File: config.mk
export PLATFORM = sky130hd
export DESIGN_NAME = dma_dev_client
export DESIGN_NICKNAME = d
export VERILOG_FILES = /design/src/rtl/dma_dev_client.sv
export SDC_FILE = /design/constraint.sdc
export NUM_CORES = 1
export LEC_CHECK = 0
export BUFFER_PORTS_ARGS = -buffer_cell sky130_fd_sc_hd__buf_2
export CAP_MARGIN = 5
export CORE_MARGIN = 1
export CORE_UTILIZATION = 35
export CTS_BUF_LIST = sky130_fd_sc_hd__clkbuf_4 sky130_fd_sc_hd__clkbuf_8
export DETAILED_ROUTE_END_ITERATION = 10
export HOLD_SLACK_MARGIN = 0.06
export SLEW_MARGIN = 10
export SYNTH_ARGS = -nofsm -noshare
export SYNTH_HDL_FRONTEND = slang
export SYNTH_SLANG_ARGS = --single-unit
File: constraint.sdc
create_clock -name clk -period 3.45 [get_ports clk]
set_input_delay 0.345 -clock clk [delete_from_list [all_inputs] [get_ports clk]]
set_output_delay 0.345 -clock clk [all_outputs]
set_load 0.05 [all_outputs]
File: src/rtl/dma_dev_client.sv
// dma_dev_client: device-side DMA requester with a local circular word buffer,
// one request per host command, dev_ack/dma_ack word streaming and timeout abort.
module dma_dev_client #(
    parameter int ADD_LEN  = 16,
    parameter int DATA_LEN = 16,
    parameter int BUF_AW   = 4,
    parameter int TIMEOUT  = 1023
) (
    input  logic                clk,
    input  logic                reset,
    input  logic                cmd_start,
    input  logic                cmd_rd_wr,
    input  logic [ADD_LEN:0]    cmd_addr,
    input  logic [ADD_LEN-1:0]  cmd_words,
    output logic                busy,
    output logic                done,
    output logic                error,
    input  logic                loc_wr_en,
    input  logic [DATA_LEN-1:0] loc_wdata,
    input  logic                loc_rd_en,
    output logic [DATA_LEN-1:0] loc_rdata,
    output logic [BUF_AW:0]     loc_count,
    input  logic                loc_clear,
    output logic [ADD_LEN-1:0]  num_words,
    output logic [ADD_LEN:0]    start_addr,
    output logic                rd_wr,
    output logic                rqst,
    output logic                dev_ack,
    output logic [DATA_LEN-1:0] dev_in,
    input  logic                dma_ack,
    input  logic [DATA_LEN-1:0] dev_out,
    input  logic                end_flag
);
    localparam int DEPTH = 1 << BUF_AW;
    localparam logic [BUF_AW:0] FULL = {1'b1, {BUF_AW{1'b0}}};
    localparam logic [ADD_LEN:0] DEPTH_X = {{(ADD_LEN-BUF_AW){1'b0}}, FULL};
    localparam logic [9:0] TMO_LAST = 10'(TIMEOUT - 1);

    typedef enum logic [2:0] {IDLE, REQ0, REQ1, XFER, WAIT_END, DONE, ERR} state_t;

    state_t state, state_n;
    logic [DATA_LEN-1:0] mem [DEPTH];
    logic [BUF_AW-1:0] wr_ptr, rd_ptr;
    logic [BUF_AW:0] count;
    logic [ADD_LEN-1:0] remaining;
    logic [9:0] tmo;
    logic rej, idle, active, hs, push, pop, clr, bad, accept, tmo_hit;
    logic [ADD_LEN:0] words_x, cnt_x;
    logic [DATA_LEN-1:0] push_data;

    always_comb begin
        idle      = state == IDLE;
        active    = state == REQ0 || state == REQ1 || state == XFER || state == WAIT_END;
        dev_ack   = state == XFER && remaining != '0;
        hs        = dev_ack && dma_ack;
        words_x   = {1'b0, cmd_words};
        cnt_x     = {{(ADD_LEN-BUF_AW){1'b0}}, count};
        bad       = cmd_words == '0 || words_x > DEPTH_X ||
                    (cmd_rd_wr ? words_x > DEPTH_X - cnt_x : words_x > cnt_x);
        accept    = idle && cmd_start && !bad;
        clr       = idle && loc_clear;
        push      = idle ? (!loc_clear && loc_wr_en && count != FULL) : (hs && rd_wr);
        pop       = idle ? (!loc_clear && loc_rd_en && count != '0) : (hs && !rd_wr);
        push_data = idle ? loc_wdata : dev_out;
        tmo_hit   = active && !(dma_ack || end_flag) && tmo == TMO_LAST;
        busy      = !idle;
        done      = state == DONE;
        error     = rej || state == ERR;
        rqst      = state == REQ0 || state == REQ1;
        loc_rdata = mem[rd_ptr];
        loc_count = count;
        dev_in    = (state == XFER && !rd_wr) ? mem[rd_ptr] : '0;
    end

    always_comb begin
        state_n = state;
        case (state)
            IDLE:     state_n = accept ? REQ0 : IDLE;
            REQ0:     state_n = REQ1;
            REQ1:     state_n = XFER;
            XFER:     state_n = end_flag ? DONE : (hs && remaining == ADD_LEN'(1)) ? WAIT_END : XFER;
            WAIT_END: state_n = end_flag ? DONE : WAIT_END;
            default:  state_n = IDLE;
        endcase
        if (tmo_hit) state_n = ERR;
    end

    always_ff @(posedge clk)
        if (push) mem[wr_ptr] <= push_data;

    always_ff @(posedge clk or negedge reset) begin
        if (!reset) begin
            state      <= IDLE;
            wr_ptr     <= '0;
            rd_ptr     <= '0;
            count      <= '0;
            remaining  <= '0;
            tmo        <= '0;
            rej        <= 1'b0;
            num_words  <= '0;
            start_addr <= '0;
            rd_wr      <= 1'b0;
        end else begin
            state  <= state_n;
            rej    <= idle && cmd_start && bad;
            wr_ptr <= clr ? '0 : wr_ptr + BUF_AW'(push);
            rd_ptr <= clr ? '0 : rd_ptr + BUF_AW'(pop);
            count  <= clr ? '0 : count + (BUF_AW+1)'(push) - (BUF_AW+1)'(pop);
            tmo    <= active ? ((dma_ack || end_flag) ? '0 : tmo + 10'd1) : '0;
            if (accept) begin
                remaining  <= cmd_words;
                num_words  <= cmd_words;
                start_addr <= cmd_addr;
                rd_wr      <= cmd_rd_wr;
            end else if (hs) begin
                remaining <= remaining - ADD_LEN'(1);
            end
        end
    end
endmodule

==> impl_metrics.env <==
export IMPL_ant_nets=0
export IMPL_rsz0062_at_grt="no"
export IMPL_die_x_um=203.8
export IMPL_core_sq_mm=0.03991
export IMPL_hold_viol=0
export IMPL_clkPwrFrac_pct=24.3
export IMPL_vias=8160
export IMPL_seq_area_frac_synth_pct=67.43
export IMPL_io_buffers=149
export IMPL_p_leak_nw=6.658
export IMPL_switchingPower_mw=4.974
export IMPL_grt_pass1_wl_um=48680
export IMPL_synth_ff_latch_count=333
export IMPL_async_flop_share_pct=23.12
export IMPL_yosys_area_top_type_share_pct=53.91
export IMPL_ir_worst_vdd_v=0.0005343
export IMPL_die_area_sq_mm=0.04155
export IMPL_start_kind="register"
export IMPL_synth_largest_area_cell="edfxtp_1"
export IMPL_hp_class="input port to register"
export IMPL_rows=73
export IMPL_r2r_slack_ns=0.23
export IMPL_maxCapViolations=0
export IMPL_ys_top_cells_by_count="256 x edfxtp_1, 80 x mux4_2, 77 x dfrtp_1, 69 x nand2_1, 53 x nor2_1"
export IMPL_finish_utilization_pct=43.05
export IMPL_final_area_sq_mm=0.01718
export IMPL_cp_end_kind="register"
export IMPL_worst_pin_slew_ns=0.7807
export IMPL_crit_required_ns=3.91
export IMPL_avgRoutedWirePerCell_um=19.54
export IMPL_drive_gt1_share_pct=35.73
export IMPL_power_frac_seq_pct=38.1
export IMPL_worst_r2r_cell_count=15
export IMPL_cts_inserted_buffers=54
export IMPL_placed_area_sq_mm=0.01589
export IMPL_synth_warning_count=0
export IMPL_holdWs_ns=0.1112
export IMPL_drv_slew=0
export IMPL_routed_wirelength_um=32020
export IMPL_ys_types=67
export IMPL_dieHeight_um=203.8
export IMPL_synth_cells=839
export IMPL_cts_tree="done"
export IMPL_pre_cts_ws_ns=0.1221
export IMPL_cts_sinks=333
export IMPL_area_growth_pct=20.52
export IMPL_htreeDepth=2
export IMPL_dp_hpwl_um=19240
export IMPL_clk_latency_ns=0.60
export IMPL_status="complete, no violations"
export IMPL_start_util_pct=35.72
export IMPL_ios=150
export IMPL_synth_most_common_cell="edfxtp_1"
export IMPL_cts_root_buf="clkbuf_8"
export IMPL_setup_viol=0
export IMPL_register_area_sq_mm=0.009622
export IMPL_netlist_top_cells_area="edfxtp_1 54%, dfrtp_1 14%, mux4_2 13%"
export IMPL_swShare_pct=37.04
export IMPL_grt_usage_pct=15.59
export IMPL_antenna_found_initial=0
export IMPL_cts_clk_slew_worst_paths_ns=0.06
export IMPL_antennaDiodeCount=0
export IMPL_min_from="end_flag"
export IMPL_nets=1187
export IMPL_syn_area_per_cell_sq_um=16.99
export IMPL_r2r_end="remaining[15]"
export IMPL_gp_congestion=0.7356
export IMPL_cp_max_fo=25
export IMPL_drtIter0Drc=525
export IMPL_p_comb_share_pct=37.6
export IMPL_grt_overflow_total=0
export IMPL_final_min_clock_period_ns=3.217
export IMPL_first_pass_iters=5
export IMPL_grt_max_degree=60
export IMPL_fmax_ghz=0.3109
export IMPL_vias_per_cell=4.979
export IMPL_setup_ws_ns=0.2332
export IMPL_syn_num_nets=954
export IMPL_period_share_pct=93.24
export IMPL_setup_tns_ns=0
export IMPL_fin_skew_ns=0.03005
export IMPL_cp_data_arrival_time_ns=3.68
export IMPL_drc=0
export IMPL_synth_flop_cell="edfxtp_1"
export IMPL_hold_depth=3
export IMPL_synth_edf_count=256
export IMPL_clock_path_buffers=3
export IMPL_internal_power_mw=8.456
export IMPL_crit_type="register to register"
export IMPL_nFillCells=3579
export IMPL_powerDensity_mw_per_mm2=781.5
export IMPL_grt_pass1_vias=8336
export IMPL_syn_area_sq_mm=0.01426
export IMPL_slew_headroom_pct=47.95
export IMPL_rr_startpoint="loc_count[2]"
export IMPL_hold_end="state[2]"
export IMPL_multi_input_area_sq_mm=0.004443
## cells by family after synthesis
family / count (synthesis) / share of synthesized area, %
simple gates: 222 / 7.959
flops: 333 / 67.43
buf+inv: 54 / 1.729
xor+xnor: 22 / 1.351
mux: 107 / 14.76
compound gates: 60 / 3.124
fa+ha+maj: 41 / 3.650
## critical path, cell delays in order, from the launching register on
cell      delay [ns]
dfrtp_2         0.39
inv_1           0.07
buf_4           0.14
ha_1            0.18
and2_1          0.17
ha_1            0.28
ha_1            0.29
nand4_1         0.11
nor2_1          0.05
o31ai_1         0.24
o211ai_1        0.20
a211oi_4        0.33
buf_4           0.18
buf_8           0.20
o21ai_2         0.06
a32o_1          0.20
## state kept, by name, indices dropped and copies added (netlist names)
register / count
mem: 256
num_words: 16
rd_ptr: 4
rd_wr: 1
rej: 1
start_addr: 17
tmo: 10
remaining: 16
state: 3
loc_count: 5
wr_ptr: 4
## layer usage
metal | track usage, % | routed length (um) | vias up
met3 | 3.125 | 1836 | 49
met4 | 4.135 | 613 | 0
met5 | 0 | 0 | -
met1 | 21.05 | 14120 | 4136
li1 | - | - | 3724
met2 | 25.64 | 15460 | 251
## power groups by stage
stage | Sequential [mW] | Combinational, mW | Clock, mW
floorplan | 5.16 | 3.72 | 0
global placement | 5.18 | 5.04 | 0
detailed placement | 5.19 | 5.09 | 0
CTS | 5.11 | 5.13 | 3.36
global route | 5.14 | 5.51 | 3.53
finish | 5.12 | 5.05 | 3.27
## metrics by stage
step / total power [mW] / instances
2_1_floorplan: 8.878 / 839
3_3_place_gp: 10.23 / 1516
3_5_place_dp: 10.29 / 1516
4_1_cts: 13.61 / 1636
5_1_grt: 14.18 / 1639
6_report: 13.43 / 1639
## cells in the final DEF (no fill, tap or decap), types with 5 or more instances in the layout
cell,instances
inv_1,16
o21ai_0,12
dfrtp_1,73
and2_1,18
a21oi_1,13
nand3_1,11
or3_1,5
nand4_1,5
buf_4,37
mux2_1,18
xor2_1,11
nor3_1,6
edfxtp_1,256
nor2_1,49
nand2_1,68
clkinv_2,8
buf_2,148
clkbuf_8,56
clkbuf_4,19
nor2b_1,20
mux4_2,80
ha_1,40
xnor2_1,11
dlygate4sd3_1,22
mux2_2,8
nor4_1,5
clkinv_1,12
## cell type report
cell class                      count  area share (%)
Sequential cell                   333           55.99
Multi-Input combinational cell    452           25.86
Timing Repair Buffer              213           7.907
Clock buffer                       75           5.315
Tap cell                          525           3.823
Clock inverter                     23          0.6990
Inverter                           18          0.4077
## repair_timing
action / 4_1_cts / 5_1_grt
setup buffers: 0 / 2
endpoints found under the setup margin: 0 / 35
hold buffers: 22 / 0
endpoints found under the hold margin: 82 / 0
resized for setup: 0 / 5
## worst max path at each step
stage            startpoint             to  slack (ns)  cells past startpoint
3_3_place_gp   loc_count[2]   remaining[0]        0.16                     14
5_1_grt        loc_count[2]  remaining[13]        0.01                     15
2_1_floorplan  loc_count[1]   num_words[0]        0.08                     12
6_report       loc_count[2]  remaining[15]        0.23                     15
3_5_place_dp   loc_count[2]   remaining[1]        0.12                     14
4_1_cts        loc_count[2]   remaining[1]        0.10                     14
(Power assumes the default switching activity.)
